===== config.mk =====
export PLATFORM = sky130hd
export DESIGN_NAME = vec_in_buff
export DESIGN_NICKNAME = d
export VERILOG_FILES = /design/src/rtl/vec_in_buff.sv
export SDC_FILE = /design/constraint.sdc
export NUM_CORES = 2
export LEC_CHECK = 0
export CELL_PAD_IN_SITES_DETAIL_PLACEMENT = 0
export CELL_PAD_IN_SITES_GLOBAL_PLACEMENT = 2
export CORE_ASPECT_RATIO = 0.9
export CORE_UTILIZATION = 37
export CTS_CLUSTER_SIZE = 10
export DETAILED_ROUTE_END_ITERATION = 6
export PLACE_DENSITY_LB_ADDON = 0.15
export SYNTH_ARGS = -nofsm -noshare
export SYNTH_HDL_FRONTEND = slang
export SYNTH_SLANG_ARGS = --single-unit

===== constraint.sdc =====
create_clock -name clk -period 3.9 [get_ports clk]
set_clock_uncertainty 0.15 [all_clocks]
set_input_delay 1.17 -clock clk [delete_from_list [all_inputs] [get_ports clk]]
set_output_delay 1.17 -clock clk [all_outputs]
set_load 0.005 [all_outputs]

===== src/rtl/vec_in_buff.sv =====
// Serial vector loader: a length byte followed by that many data bytes is
// assembled into a parallel vector and published with a one-cycle done pulse.
module vec_in_buff #(
  parameter int BITS = 8,
  parameter int N    = 64
) (
  input  logic            clk,
  input  logic            rst,
  input  logic            start,
  input  logic [BITS-1:0] in,
  input  logic            in_valid,
  output logic [BITS-1:0] out [N-1:0],
  output logic [BITS-1:0] out_len,
  output logic            done,
  output logic            busy,
  output logic            err,
  output logic [1:0]      dbg_state
);

  localparam int IW = $clog2(N) + 1;
  localparam int AW = (N > 1) ? $clog2(N) : 1;

  typedef enum logic [1:0] {
    IDLE = 2'd0,
    LEN  = 2'd1,
    DATA = 2'd2,
    DONE = 2'd3
  } state_t;

  // Handshake: a byte on `in` is consumed on every rising edge where in_valid
  // is high and the block is in LEN or DATA; there is no backpressure, and
  // start in the same cycle wins so that byte is discarded.

  state_t          state_q, state_d;
  logic [IW-1:0]   index;
  logic [IW-1:0]   len_q;
  logic [BITS-1:0] vbuf [N-1:0];
  logic            len_zero;
  logic            len_over;
  logic            last_byte;

  assign len_zero  = (in == '0);
  assign len_over  = (32'(in) > 32'(N));
  assign last_byte = ((index + IW'(1)) == len_q);

  always_comb begin
    state_d = state_q;
    unique case (state_q)
      IDLE: state_d = IDLE;
      LEN:  if (in_valid) state_d = len_zero ? DONE : DATA;
      DATA: if (in_valid && last_byte) state_d = DONE;
      DONE: state_d = IDLE;
    endcase
    if (start) state_d = LEN;
  end

  assign done      = (state_q == DONE);
  assign busy      = (state_q == LEN) || (state_q == DATA);
  assign dbg_state = state_q;

  always_ff @(posedge clk) begin
    if (rst) begin
      state_q <= IDLE;
      index   <= '0;
      len_q   <= '0;
      err     <= 1'b0;
      out_len <= '0;
      for (int i = 0; i < N; i++) begin
        vbuf[i] <= '0;
        out[i]  <= '0;
      end
    end else begin
      state_q <= state_d;
      if (start) begin
        index <= '0;
        len_q <= '0;
        err   <= 1'b0;
        for (int i = 0; i < N; i++) vbuf[i] <= '0;
      end else begin
        unique case (state_q)
          LEN: begin
            if (in_valid) begin
              if (len_over) begin
                len_q <= IW'(N);
                err   <= 1'b1;
              end else begin
                len_q <= IW'(in);
              end
              // Empty frame: publish the (already cleared) buffer right away.
              if (len_zero) begin
                out_len <= '0;
                for (int i = 0; i < N; i++) out[i] <= vbuf[i];
              end
            end
          end
          DATA: begin
            if (in_valid) begin
              vbuf[index[AW-1:0]] <= in;
              if (last_byte) begin
                // Publish with the final byte merged so out is valid while done is high.
                out_len <= BITS'(len_q);
                for (int i = 0; i < N; i++)
                  out[i] <= (AW'(i) == index[AW-1:0]) ? in : vbuf[i];
              end else begin
                index <= index + IW'(1);
              end
            end
          end
          default: ;
        endcase
      end
    end
  end

endmodule


Yosys cells after proc, flatten, opt, wreduce, memory -nomap -nowiden
Memory sizes are Yosys's and may differ from the RTL's.
Index checks and enable logic that the tools add are counted.
{"block": "word_totals", "regBits": 537, "ram_bits": 512, "input_bits": 12, "out_inout_bits": 525, "mem_count": 1}
{"block": "op_classes", "add_sub_neg": 1, "magnitude_cmp": 1, "n_eq_ne": 74, "mux": 157, "bitwise_logic": 66, "reduce_logical": 15}
{"memory": "vbuf", "words": 64, "word_bits": 8, "rd": 64, "rd_clocked_by_memory_dff": 0, "write_ports": 64, "line": "37", "rtl": "logic [BITS-1:0] vbuf [N-1:0];"}
{"cell": "two-way mux 512 bit", "count": 4}
{"cell": "two-way mux 8 bit", "count": 133}
{"cell": "case mux 512 bit (2 select lines)", "count": 1}
{"cell": "equality test 6 bit (first input constant)", "count": 32}
{"cell": "equality test 5 x 6 -> 1 bit (first input constant)", "count": 16}
{"cell": "OR 1 bit", "count": 64}
{"cell": "equality test 4 x 6 -> 1 bit (first input constant)", "count": 8}
{"cell": "equality test 3 x 6 -> 1 bit (first input constant)", "count": 4}
{"cell": "case mux 8 bit (2 select lines)", "count": 1}
{"cell": "two-way mux 1 bit", "count": 13}
{"cell": "equality test 2 x 6 -> 1 bit (first input constant)", "count": 2}
{"cell": "inequality test 2 bit (second input constant)", "count": 5}
{"cell": "greater-than comparator 8 x 7 -> 1 bit (second input constant)", "count": 1}
{"cell": "zero test 8 bit", "count": 1}
{"cell": "OR reduction 8 bit", "count": 1}
{"cell": "adder 7 x 1 -> 7 bit (second input constant)", "count": 1}
{"cell": "equality test 7 bit", "count": 1}
{"cell": "two-way mux 7 bit", "count": 1}
{"cell": "equality test 1 x 6 -> 1 bit (first input constant)", "count": 1}
{"cell": "zero test 6 bit", "count": 1}
{"cell": "two-way mux 6 bit", "count": 1}
{"cell": "inequality test 3 bit (second input constant)", "count": 2}
{"cell": "case mux 2 bit (3 select lines)", "count": 1}
{"cell": "AND reduction 2 bit", "count": 3}
{"cell": "other kinds (11)", "count": 16}

Logic depth before layout (Yosys ltp)
{"block": "logic_depth", "ltp_word": 7, "depth_mapped": 12, "ltp_nobuf": 8}

Worst setup path before layout
No wires, ideal clock.
{"block": "synth_path", "path_type": "input to register", "start": "in in_valid", "end": "mem vbuf[55][0], enable pin", "setup_time_ps": 384, "arrival_ps": 2949, "required_ps": 3366, "path_slack_ps": 417, "stages": 6, "path_buffers": 3, "path_cell_list": "clkbuf_1 > nand3_1 > or2_2 > clkbuf_1 > clkbuf_1 > o21ai_0"}
{"element": "from (decl)", "line": "11", "rtl": "input logic in_valid,"}
{"element": "to (decl)", "line": "37"}

Worst setup path after layout
{"block": "layout_path", "start": "reg state_q[0] (netlist: dbg_state[0])", "end": "out busy"}
{"block": "layout_via", "elab_chain_len": 2, "word_cells_on_any_way": 3, "classes_between": "eq/ne: 2; reduce/logical: 1"}
{"element": "from (decl)", "line": "34", "rtl": "state_t state_q, state_d;"}
{"element": "from (signal assigned)", "line": "73", "rtl": "state_q <= state_d;"}
{"element": "equality test 2 x 1 -> 1 bit or equality test 2 bit (tied branches)", "line": "58", "rtl": "assign busy = (state_q == LEN) || (state_q == DATA);"}
{"element": "logical OR 1 bit *", "line": "58"}
{"element": "to (decl)", "line": "15", "rtl": "output logic busy,"}
Every way passes the cells marked *; elsewhere a longest branch is shown, timed or not.

==> results.rst <==
.. list-table::
   :header-rows: 1

   * - Metric
     - Value
   * - Total clock sinks
     - 1,048
   * - Area added between synthesis and finish
     - 23.5%
   * - Clock transition time at the flip-flop clock pins of the worst setup and hold paths
     - 0.06 ns
   * - Setup repair after global routing missed its margin
     - false
   * - Count of endpoints failing setup in the final report
     - 0
   * - Area of the multi-input gates
     - 18,700 sq um
   * - Number of storage elements in the synthesis netlist
     - 1,048
   * - Vias post-DR
     - 36.7k
   * - Via density per instance
     - 5.60
   * - Post-detailed-placement half-perimeter wirelength
     - 103,000 microns
   * - Initial core utilization
     - 37.5%
   * - Number of antenna violations at the first check in global routing
     - 5
   * - Fraction of power spent switching nets
     - 24.7%
   * - Sequential-to-total area share from yosys stat
     - 55.3%
   * - Element type at the critical path start
     - flop
   * - Library cells used by synthesis
     - 47
   * - Source-to-sink clock delay at the later pin of the worst-skew pair
     - 0.75 ns
   * - Clock root cell
     - sky130_fd_sc_hd__clkbuf_16
   * - Max stage delay on crit path
     - 0.59 ns
   * - Critical-path maximum fanout
     - 6
   * - Worst Max-Slew Pin Slew
     - 1.21 ns
   * - Kind of cell adding the most delay to the critical path
     - buffers and inverters
   * - Post-route antenna net violation count
     - 0
   * - Share of the synthesized area in the top cell type
     - 32.6%
   * - Largest net degree at the start of global routing
     - 157
   * - Layout Nets
     - 4,778
   * - Overall routing resource usage
     - 25.8%
   * - Yosys Warn Count
     - 0
   * - Arrival time worst endpoint
     - 2.40 ns
   * - Max-Cap Viols
     - 0
   * - CP Capture Type
     - output pin
   * - Setup_tns
     - 0 ns
   * - Cell breakdown of the critical path
     - inv_1 -> ha_1 -> inv_1 -> clkdlybuf4s50_1
   * - Proportion of register bits with asynchronous set or reset after synthesis
     - 0%
   * - Number of buffers added to fix hold violations after cts
     - 0
   * - Synthesized netlist net count
     - 4,332
   * - Final hold viol count
     - 0
   * - Headroom to the max-slew limit
     - 19.3%
   * - Pins Over Slew Limit
     - 0
   * - Internal
     - 18.8 mW
   * - Wire length of the first global-routing pass
     - 249,000 microns
   * - Startpoint of the worst-slack reg-to-reg timing path
     - index[1]
   * - Die boundary width
     - 378 microns
   * - Detailed-router iteration count before antenna repair
     - 5
   * - Buffer levels on the longest clock path
     - 3
   * - Sum of routed wire length over all layers
     - 170,000 microns
   * - Number of global-route vias before repair
     - 34.9k
   * - Overall overflow remaining after global route
     - 0
   * - Worst path bufs/invs
     - 3
   * - Share of total power in sequential cells
     - 49.6%
   * - Sequential Area
     - 26,100 sq um
   * - Leakage power figure
     - 19.4 nW
   * - DRC Markers
     - 0
   * - Fin worst setup slack
     - 0.182 ns
   * - Mapped cell area
     - 47,200 sq um
   * - Clock power frac
     - 43.0%
   * - Commonest non-fill, non-tap cells in the layout
     - 536 x sky130_fd_sc_hd__dfxtp_1, 527 x sky130_fd_sc_hd__clkdlybuf4s50_1, 512 x sky130_fd_sc_hd__a221o_1, 512 x sky130_fd_sc_hd__edfxtp_1, 452 x sky130_fd_sc_hd__nand2_1
   * - Post-place setup slack
     - 0.0559 ns
   * - Data required time at the worst endpoint
     - 2.58 ns
   * - # Post-CTS Setup Buffers
     - 0
   * - Gate count of the mapped netlist
     - 4,312
   * - Critical path startpoint
     - dbg_state[0]
   * - CTS resizes
     - 0
   * - Filler cells
     - 11.6k
   * - Share of power burned in combinational logic
     - 7.4%
   * - Result of the run
     - finished, final reports clean
   * - Number of top-level pins
     - 537
   * - Fraction of layout cells with a size suffix above 1
     - 16.4%
   * - RD Place Congestion
     - 0.781
   * - Number of flops mapped to enable cells by yosys
     - 512
   * - Die Area
     - 129,000 sq um
   * - Overall die height
     - 341 microns
   * - Classification of the worst-slack hold path
     - flop to flop
   * - Number of DRC markers in iteration 0
     - 3,204
   * - Min Clock Period, post-route
     - 3.72 ns
   * - Power per standard cell area
     - 428 nW/um^2
   * - CTS tree
     - built
   * - Max stage delay cell, worst path
     - sky130_fd_sc_hd__clkdlybuf4s50_1
   * - Most repeated library cell on the critical path
     - sky130_fd_sc_hd__inv_1
   * - Most common cell after layout, fill and taps aside
     - sky130_fd_sc_hd__dfxtp_1
   * - Switching pwr
     - 6.15 mW
   * - Mean post-synth cell area
     - 10.9 sq um
   * - Quantity of I/O buffers inserted on ports
     - 535
   * - Max frequency
     - 269 MHz
   * - Core box area
     - 126,000 sq um
   * - Post-synthesis cell type with the largest combined area
     - sky130_fd_sc_hd__edfxtp_1
   * - Final period utilization
     - 95.3%
   * - Setup CP Type
     - flop to output pin
   * - Hold path startpoint
     - vbuf[8][2]
   * - Number of H-tree levels
     - 3
   * - Per-cell routed wire length
     - 26.0 microns
   * - # rows
     - 123
   * - Largest cells by area after synthesis
     - sky130_fd_sc_hd__edfxtp_1 33%, sky130_fd_sc_hd__dfxtp_1 23%, sky130_fd_sc_hd__a221o_1 11%
   * - Maximum vdd ir drop
     - 0.000307 V
   * - Dominant synthesized flop cell
     - sky130_fd_sc_hd__dfxtp_1
   * - Clock buffers created by TritonCTS
     - 120
[flip-flops by register name, summed over array words and instances, names as in the netlist]
| register | flops |
|---|---|
| out | 512 |
| vbuf | 512 |
| index | 7 |
| len_q | 7 |
| out_len | 7 |
| dbg_state | 2 |
| err | 1 |
[kinds of logic (layout without fill, tap and decap cells)]
logic type / Yosys count / in the layout / synth area share (%)
buffers and inverters: 445 / 995 / 5.23
AND/OR/NAND/NOR: 1384 / 1384 / 14.2
XOR/XNOR: 7 / 7 / 0.162
other: 1 / 3 / 0.00795
flip-flops: 1048 / 1048 / 55.3
AO/OA/AOI/OAI: 1321 / 1321 / 22.8
adder cells (fa/ha/maj): 8 / 8 / 0.212
multiplexers: 98 / 98 / 2.08
[cell usage after synthesis (all sizes together), types with 75 or more instances]
library cell,instances
dfxtp,536
a221o,512
edfxtp,512
nand2,454
and2,449
a21oi,427
o21ai,358
clkbuf,315
nor2,220
nand3,150
buf,119
mux2i,98
nor3,75
[power groups by stage]
stage / Sequential [mW] / Clock [mW] / Combinational (mW)
4_1_cts: 12.4 / 10.9 / 1.86
5_1_grt: 12.4 / 11.3 / 1.97
3_5_place_dp: 12.6 / 0 / 1.86
6_report: 12.4 / 10.7 / 1.85
3_3_place_gp: 12.6 / 0 / 1.84
2_1_floorplan: 12.4 / 0 / 0.936
[per-stage QoR]
stage / util, % / power (mW) / hold WS, ns / std cells / instance area [sq um]
global route: 46.3 / 25.7 / 0.340 / 6550 / 58300
CTS: 46.3 / 25.2 / 0.321 / 6549 / 58300
finish: 46.4 / 24.9 / 0.311 / 6551 / 58300
floorplan: - / 13.4 / 0.292 / 4312 / 47200
global placement: 43.5 / 14.4 / 0.319 / 6323 / 54700
detailed placement: 43.5 / 14.4 / 0.318 / 6323 / 54700
[cell type report]
cell class / count / share of cell area, %
flip-flops and latches: 1048 / 44.8
clock inverters: 10 / 0.174
repair buffers: 758 / 13.2
diodes: 2 / 0.00859
multi-input cells: 2819 / 32.1
clock buffers: 216 / 6.03
well taps: 1687 / 3.62
inverters: 11 / 0.0751
[metal layers]
| layer | vias up | part of all wire, % | GRT usage, % |
|---|---|---|---|
| li1 | 16909 | - | - |
| met1 | 18381 | 46 | 37.1 |
| met2 | 1187 | 45 | 40.1 |
| met3 | 233 | 5.5 | 3.67 |
| met4 | 2 | 2.8 | 7.42 |
| met5 | - | 0.0076 | 0 |
[final timing paths]
path / slack, ns / to / depth (start not counted)
setup / recovery: 0.18 / busy / 4
hold reg to reg: 0.31 / out[66] / 1
setup reg to reg: 0.33 / out[277] / 8
hold / removal: 0.31 / out[66] / 1
No activity file was read; power rests on OpenSTA's default activity.
